--- config.mk ---
export PLATFORM = sky130hd
export DESIGN_NAME = hilo_muldiv_unit
export DESIGN_NICKNAME = d
export VERILOG_FILES = /design/src/rtl/hilo_muldiv_unit.sv
export SDC_FILE = /design/constraint.sdc
export NUM_CORES = 1
export LEC_CHECK = 0
export ABC_AREA = 1
export CORE_MARGIN = 1.5
export CORE_UTILIZATION = 45
export DETAILED_ROUTE_END_ITERATION = 10
export GPL_ROUTABILITY_DRIVEN = 0
export SYNTH_ARGS = -nofsm -noshare
export SYNTH_HDL_FRONTEND = slang
export SYNTH_SLANG_ARGS = --single-unit
--- constraint.sdc ---
create_clock -name clka -period 5.23 [get_ports clka]
set_clock_uncertainty 0.2 [all_clocks]
set_input_delay 1.046 -clock clka [delete_from_list [all_inputs] [get_ports clka]]
set_output_delay 1.046 -clock clka [all_outputs]
set_load 0.01 [all_outputs]
--- src/rtl/hilo_muldiv_unit.sv ---
// Iterative MULT/MULTU/DIV/DIVU unit owning the HI/LO pair.
// One radix-2 step per cycle; sign correction and commit happen in a final FIX cycle.
module hilo_muldiv_unit #(
  parameter int WIDTH     = 32,
  parameter bit ZERO_HOLD = 1'b0
) (
  input  logic             clka,
  input  logic             rst,
  input  logic             start,
  input  logic [1:0]       op,
  input  logic [WIDTH-1:0] src_a,
  input  logic [WIDTH-1:0] src_b,
  input  logic             cancel,
  input  logic             hi_we,
  input  logic             lo_we,
  input  logic [WIDTH-1:0] wdata,
  output logic [WIDTH-1:0] hi,
  output logic [WIDTH-1:0] lo,
  output logic             busy,
  output logic             done,
  output logic             stall_req
);

  localparam int CW = $clog2(WIDTH);

  typedef enum logic [1:0] {IDLE, RUN, FIX} state_t;

  state_t state, state_next;

  logic [CW-1:0]    count;
  logic [WIDTH-1:0] upper;
  logic [WIDTH-1:0] lower;
  logic [WIDTH-1:0] operand;
  logic [WIDTH-1:0] dividend_raw;
  logic             is_div;
  logic             neg_q;
  logic             neg_r;
  logic             div_zero;

  logic             accept;
  logic             last_step;
  logic             is_signed;
  logic             commit;
  logic             commit_hilo;
  logic [WIDTH-1:0] mag_a;
  logic [WIDTH-1:0] mag_b;
  logic [WIDTH-1:0] mul_addend;
  logic [WIDTH:0]   mul_sum;
  logic [WIDTH:0]   div_shift;
  logic             div_ge;
  logic [WIDTH-1:0] div_diff;
  logic [2*WIDTH-1:0] prod;
  logic [2*WIDTH-1:0] prod_fix;
  logic [WIDTH-1:0] res_hi;
  logic [WIDTH-1:0] res_lo;

  assign accept    = (state == IDLE) && start && !cancel;
  assign last_step = (count == CW'(WIDTH - 1));
  assign is_signed = ~op[0];
  assign mag_a     = (is_signed && src_a[WIDTH-1]) ? -src_a : src_a;
  assign mag_b     = (is_signed && src_b[WIDTH-1]) ? -src_b : src_b;
  assign stall_req = accept | busy;

  // Multiply keeps the running partial product in upper and the multiplier in lower;
  // divide keeps the partial remainder in upper and shifts quotient bits into lower.
  assign mul_addend = lower[0] ? operand : '0;
  assign mul_sum    = {1'b0, upper} + {1'b0, mul_addend};
  assign div_shift  = {upper, lower[WIDTH-1]};
  assign div_ge     = (div_shift >= {1'b0, operand});
  assign div_diff   = div_shift[WIDTH-1:0] - operand;

  assign commit      = (state == FIX) && !cancel;
  assign commit_hilo = commit && !(div_zero && ZERO_HOLD);

  always_ff @(posedge clka) begin
    if (rst) state <= IDLE;
    else     state <= state_next;
  end

  always_comb begin
    state_next = state;
    case (state)
      IDLE:    if (accept) state_next = RUN;
      RUN: begin
        if (cancel)         state_next = IDLE;
        else if (last_step) state_next = FIX;
      end
      FIX:     state_next = IDLE;
      default: state_next = IDLE;
    endcase
  end

  // Sign correction of the magnitude result; the zero-divisor policy bypasses it.
  always_comb begin
    prod     = {upper, lower};
    prod_fix = neg_q ? -prod : prod;
    res_hi   = prod_fix[2*WIDTH-1:WIDTH];
    res_lo   = prod_fix[WIDTH-1:0];
    if (is_div) begin
      if (div_zero) begin
        res_hi = dividend_raw;
        res_lo = '1;
      end else begin
        res_hi = neg_r ? -upper : upper;
        res_lo = neg_q ? -lower : lower;
      end
    end
  end

  always_ff @(posedge clka) begin
    if (rst) begin
      count        <= '0;
      upper        <= '0;
      lower        <= '0;
      operand      <= '0;
      dividend_raw <= '0;
      is_div       <= 1'b0;
      neg_q        <= 1'b0;
      neg_r        <= 1'b0;
      div_zero     <= 1'b0;
      busy         <= 1'b0;
      done         <= 1'b0;
    end else begin
      busy <= (state_next != IDLE);
      done <= commit;
      if (accept) begin
        count        <= '0;
        upper        <= '0;
        lower        <= op[1] ? mag_a : mag_b;
        operand      <= op[1] ? mag_b : mag_a;
        dividend_raw <= src_a;
        is_div       <= op[1];
        neg_q        <= is_signed & (src_a[WIDTH-1] ^ src_b[WIDTH-1]);
        neg_r        <= is_signed & src_a[WIDTH-1];
        div_zero     <= op[1] & (src_b == '0);
      end else if (state == RUN) begin
        count <= count + CW'(1);
        if (is_div) begin
          upper <= div_ge ? div_diff : div_shift[WIDTH-1:0];
          lower <= {lower[WIDTH-2:0], div_ge};
        end else begin
          upper <= mul_sum[WIDTH:1];
          lower <= {mul_sum[0], lower[WIDTH-1:1]};
        end
      end
    end
  end

  // MTHI/MTLO writes win over a same-cycle commit, register by register.
  always_ff @(posedge clka) begin
    if (rst) begin
      hi <= '0;
      lo <= '0;
    end else begin
      if (hi_we)            hi <= wdata;
      else if (commit_hilo) hi <= res_hi;
      if (lo_we)            lo <= wdata;
      else if (commit_hilo) lo <= res_lo;
    end
  end

endmodule

==> After elaboration in Yosys (flattened, before gate mapping) <==
Cells that the tools add are included.
{ "totals": {"regBits": 205, "in_bits": 104, "out_inout_bits": 67, "wordCells": 70} }
{ "op_classes": {"add_sub_neg": 8, "magnitude_cmp": 1, "eq_ne": 3, "muxes": 25, "bitwise_logic": 6, "reduce_logical": 13} }
{ "ops": {"columns": ["cell", "n"], "rows": [
  ["two-way mux 32 bit", 20],
  ["negator 32 bit", 4],
  ["two-way mux 64 bit", 1],
  ["negator 64 bit", 1],
  ["adder 32 x 32 -> 33 bit", 1],
  [">= comparator 33 x 32 -> 1 bit", 1],
  ["zero test 32 bit", 1],
  ["subtractor 32 bit", 1],
  ["nonzero test 2 bit", 4],
  ["two-way mux 2 bit", 3],
  ["adder 5 x 1 -> 5 bit (second input constant)", 1],
  ["== test 5 bit (second input constant)", 1],
  ["logical AND 1 bit", 5],
  ["one-hot mux 2 bit (2 select lines)", 1],
  ["AND 1 bit", 3],
  ["== test 2 x 1 -> 1 bit (second input constant)", 1],
  ["== test 2 bit (second input constant)", 1],
  ["zero test 2 bit", 1],
  ["OR reduction 2 bit", 1],
  ["zero test 1 bit", 1],
  ["inverter 1 bit", 1],
  ["bitwise OR 1 bit", 1],
  ["bitwise XOR 1 bit", 1]
]} }

==> Logic depth before layout (Yosys ltp) <==
{ "depth": {"word_depth": 6, "mapped_depth": 20, "depth_no_buf": 18} }

==> Worst setup path before layout <==
OpenSTA, ideal clock, no wires.
{ "synth_path": {"path_type": "in2out", "startpoint": "input cancel", "endpoint": "output stall_req", "arrival_ns": 1.834, "required_ns": 3.984, "slack_ns": 2.150, "stages": 5, "cell_sequence": "nor2_1 -> nand3_1 -> inv_2 -> buf_1 -> or2_2"} }
{ "synth_between": {"elab_chain_cells": 3} }
{ "synth_lines": {"columns": ["element", "line", "rtl"], "rows": [
  ["from (decl)", "13", "input logic cancel,"],
  ["zero test 1 bit", "57", "assign accept = (state == IDLE) && start && !cancel;"],
  ["logical AND 1 bit", "57", null],
  ["bitwise OR 1 bit", "62", "assign stall_req = accept | busy;"],
  ["to (decl)", "21", "output logic stall_req"]
]} }
Every way passes these cells.

==> Final worst setup path <==
{ "layout_path": {"startpoint": "register upper[28]", "endpoint": "register upper[29]"} }
{ "layout_between": {"elab_chain_cells": 3, "elab_cells_between_ends": 5, "classes_between": "add/sub: 2; order compare: 1; mux: 2"} }
{ "layout_lines": {"columns": ["element", "line", "rtl"], "rows": [
  ["from (decl)", "31", "logic [WIDTH-1:0] upper;"],
  ["from (signal assigned)", "139", "upper <= div_ge ? div_diff : div_shift[WIDTH-1:0];"],
  ["from (signal assigned)", "142", "upper <= mul_sum[WIDTH:1];"],
  ["subtractor 32 bit / >= comparator 33 x 32 -> 1 bit (equally long branches)", "70, 69", null],
  ["two-way mux 32 bit", "139", null],
  ["two-way mux 32 bit (*)", "138", "if (is_div) begin"]
]} }
Every way passes the cells marked *; elsewhere a longest branch is shown, timed or not.
A chain may end at the register's enable or synchronous reset.

==> impl_metrics.prom <==
# TYPE chip_impl_metric gauge
chip_impl_metric{name="slew_viol_final",unit=""} 0
chip_impl_info{name="synth_top_cells_by_area",value="dfxtp_1, nand2_1, inv_1, nand3_1, nor2_1"} 1
chip_impl_metric{name="timing.hold.worst_path_depth",unit=""} 2
chip_impl_metric{name="final_global_route_overflow_total",unit=""} 0
chip_impl_metric{name="reg2reg_depth",unit=""} 15
chip_impl_metric{name="total_leakage_power",unit="nW"} 11.4
chip_impl_metric{name="initialDrtViolationCount",unit=""} 3523
chip_impl_metric{name="die_y",unit="um"} 212
chip_impl_metric{name="vias",unit=""} 24800
chip_impl_metric{name="power_density",unit="mW/mm^2"} 242
chip_impl_metric{name="max_clock_freq",unit="GHz"} 0.253
chip_impl_metric{name="final.min_clock_period",unit="ps"} 3950
chip_impl_metric{name="cts_made_buffers",unit=""} 26
chip_impl_metric{name="crit_buf_inv",unit=""} 3
chip_impl_metric{name="grt_max_degree",unit=""} 81
chip_impl_info{name="synth_top_area_cell",value="dfxtp_1"} 1
chip_impl_metric{name="drt-vias-per-instance",unit=""} 5.84
chip_impl_info{name="path_common_cell",value="nand2_1"} 1
chip_impl_metric{name="critical_path_peak_fanout",unit=""} 21
chip_impl_metric{name="async_set_or_reset_register_ratio_after_synthesis",unit=""} 0
chip_impl_metric{name="ir_worst_vdd",unit="mV"} 0.230
chip_impl_metric{name="synth_area",unit="mm^2"} 0.0197
chip_impl_metric{name="setup-violations-final",unit=""} 0
chip_impl_metric{name="synth_area_per_cell",unit="um^2"} 5.53
chip_impl_info{name="worst_path_dominant_cell_family",value="simple AND/OR/NAND/NOR gates"} 1
chip_impl_info{name="result_of_the_run",value="completed"} 1
chip_impl_metric{name="post_synth_top_area_share",unit=""} 0.209
chip_impl_metric{name="grt_pass1_vias",unit=""} 21900
chip_impl_metric{name="timing_worst_slew_pin_value",unit="ps"} 1280
chip_impl_metric{name="synth.net_count",unit=""} 3728
chip_impl_metric{name="fillerInstances",unit=""} 4726
chip_impl_metric{name="layout-drive-gt1-share",unit=""} 0.0368
chip_impl_metric{name="slew_headroom",unit=""} 0.147
chip_impl_metric{name="diodes",unit=""} 0
chip_impl_metric{name="worstSkewPairLatency",unit="ps"} 570
chip_impl_metric{name="cts_num_sinks",unit=""} 205
chip_impl_info{name="timing.setup.critical_path_class",value="reg2reg"} 1
chip_impl_metric{name="initial_core_util",unit=""} 0.456
chip_impl_metric{name="totalNegativeSetupSlack",unit="ps"} 0
chip_impl_metric{name="post-place-ws",unit="ps"} 1260
chip_impl_metric{name="io_buf_count",unit=""} 170
chip_impl_metric{name="ys_seq_elements",unit=""} 205
chip_impl_metric{name="final_routed_wirelength",unit="um"} 92900
chip_impl_metric{name="place_area",unit="mm^2"} 0.0218
chip_impl_metric{name="totalPowerFinal",unit="mW"} 5.48
chip_impl_metric{name="die_x",unit="um"} 212
chip_impl_metric{name="worst_setup_hold_path_clk_slew",unit="ps"} 70
chip_impl_metric{name="cts-htree-levels",unit=""} 1
chip_impl_metric{name="cap_violations",unit=""} 0
chip_impl_metric{name="gr-usage-all-layers",unit=""} 0.400
chip_impl_metric{name="timing.critical_path.slowest_cell_delay",unit="ps"} 720
chip_impl_metric{name="fp.coreArea",unit="mm^2"} 0.0431
chip_impl_metric{name="critical_path_arrival",unit="ps"} 4200
chip_impl_info{name="worst_path_max_delay_cell",value="dfxtp_1"} 1
chip_impl_metric{name="report.final.hold_viol_count",unit=""} 0
chip_impl_metric{name="floorplan.io_pins",unit=""} 171
chip_impl_info{name="clk_root_buffer_cell",value="clkbuf_16"} 1
chip_impl_info{name="timing.critical_path.cells",value="ha_1 -> nand2_1 -> inv_1 -> nand2_1 -> inv_1 -> a21oi_1 -> nand2_1 -> nor2_2 -> nand2_4 -> nand2_2 -> nand2_1 -> nand2_1 -> nand3_1 -> nand2_1 -> inv_1"} 1
chip_impl_metric{name="drt-pass1-iter-count",unit=""} 8
chip_impl_metric{name="finalWorstSetupSlack",unit="ps"} 1280
chip_impl_metric{name="cts.hold.buffers_added",unit=""} 0
chip_impl_metric{name="stdcell_area",unit="mm^2"} 0.0226
chip_impl_metric{name="wire_length_of_the_first_global_routing_pass",unit="um"} 135000
chip_impl_metric{name="layout.core_utilization",unit=""} 0.525
chip_impl_info{name="cp-end-kind",value="register"} 1
chip_impl_info{name="timing.hold.worst.class",value="reg2reg"} 1
chip_impl_metric{name="final.period_utilization",unit=""} 0.754
chip_impl_metric{name="detailed_placement_wirelength_estimate",unit="um"} 74000
chip_impl_metric{name="post_synth_inst_count",unit=""} 3552
chip_impl_metric{name="critPathRequiredTime",unit="ps"} 5480
chip_impl_info{name="unrepaired_setup_endpoints_after_global_routing",value="no"} 1
chip_impl_metric{name="synth_sequential_area_ratio",unit=""} 0.209
chip_impl_metric{name="antenna_left",unit=""} 0
chip_impl_info{name="tritoncts",value="yes"} 1
chip_impl_metric{name="synth_edf_count",unit=""} 0
chip_impl_metric{name="drt_drc_violations_left",unit=""} 0
chip_impl_metric{name="post_cts.resized_instances",unit=""} 0
chip_impl_metric{name="timing.critical_path.depth",unit=""} 15
chip_impl_metric{name="clockBufferDepth",unit=""} 3
chip_impl_metric{name="wl_per_cell",unit="um"} 21.9
chip_impl_metric{name="cts.repair_timing.setup_buffer_count",unit=""} 0
chip_impl_info{name="synthFlopType",value="dfxtp_1"} 1
chip_impl_info{name="setup.worst_path.start_class",value="register"} 1
chip_impl_metric{name="synth-warning-count",unit=""} 0
chip_impl_metric{name="area_growth",unit="%"} 15.1
chip_impl_metric{name="antenna_violations_before_repair",unit=""} 0
chip_impl_metric{name="die-area",unit="mm^2"} 0.0449
chip_impl_metric{name="num-nets-final",unit=""} 3827
chip_impl_metric{name="yosys.cell_types.count",unit=""} 45
chip_impl_metric{name="placement_row_count",unit=""} 76
-- through the flow --
stage | hold slack (ps) | std cells
floorplan | 223 | 3552
CTS | 258 | 4249
finish | 258 | 4249
detailed placement | 249 | 4208
global placement | 243 | 4208
global route | 282 | 4249
-- state kept, by name, summed over array words and instances (netlist names) --
name          cells
dividend_raw     32
hi               32
lo               32
lower            32
operand          32
upper            32
count             5
state             2
busy              1
div_zero          1
done              1
is_div            1
neg_q             1
neg_r             1
-- metal layers --
metal	GRT usage	wire, um	vias to the layer above
li1	-	-	11600
met1	0.572	39000	11400
met2	0.554	36100	1613
met3	0.105	12900	219
met4	0.182	4920	0
met5	0	0	-
-- worst register-to-register path, delay by kind of cell (launching register included) --
kind            cells  cell delay, ps
flops               1             720
fa+ha+maj           1             400
compound gates      1             140
simple gates       10            2150
buf+inv             3             220
-- cells in the mapped netlist, types with 30 or more instances --
cell type,number
xor2_1,65
nand4_1,51
nand3_1,300
o221ai_1,33
clkbuf_1,99
o21ai_0,173
inv_1,546
ha_1,70
nor2_1,378
a21oi_1,237
a31oi_1,36
dfxtp_1,205
nand2_1,1089
o211ai_1,38
nor3_1,30
-- path summary, 6_finish.rpt --
| path | endpoint | slack [ps] | start |
|---|---|---|---|
| hold reg to reg | dividend_raw[8] | 260 | dividend_raw[8] |
| hold / removal | dividend_raw[8] | 260 | dividend_raw[8] |
| setup reg to reg | upper[29] | 1280 | upper[28] |
| setup / recovery | upper[29] | 1280 | upper[28] |
-- kinds of logic (layout without fill, tap and decap cells) --
kind of cell | Yosys count | after routing | synth area share
compound gates | 590 | 590 | 0.171
xor+xnor | 80 | 80 | 0.0357
fa+ha+maj | 72 | 72 | 0.0466
buf+inv | 690 | 802 | 0.134
simple gates | 1915 | 1915 | 0.404
flops | 205 | 205 | 0.209
-- placed cells by master, fill, tap and decap left out, drive strengths merged, types with 2 or more instances in the layout --
cell and instances:
nand2 1097, inv 554, nor2 393, nand3 306, a21oi 243, dfxtp 205, o21ai 183, clkdlybuf4s50 169
ha 70, xor2 65, nand4 51, o211ai 38, buf 37, a31oi 36, clkbuf 34, o221ai 33
nor3 30, o22ai 27, nand3b 16, xnor2 15, or2 13, o21bai 11, a22oi 6, clkinv 6
and2 5, a21o 4, nor4 4, a211oi 3, a21boi 2, fa 2
-- final cells by class --
cell class	instances	area (um^2)	share of cell area
clock buffer	34	722	0.0319
tap	585	732	0.0323
sequential	205	4110	0.181
multi-input combinational	2657	12900	0.572
inverter	555	2080	0.0921
clock inverter	7	66.3	0.00293
timing repair buffer	206	1980	0.0875
-- report_power, final --
group	switching (mW)	internal (mW)	total, mW
Clock	0.752	1.01	1.76
Combinational	1.33	0.606	1.94
Sequential	0.132	1.66	1.79
Total	2.21	3.27	5.48
Power figures use the tool's default switching activity.
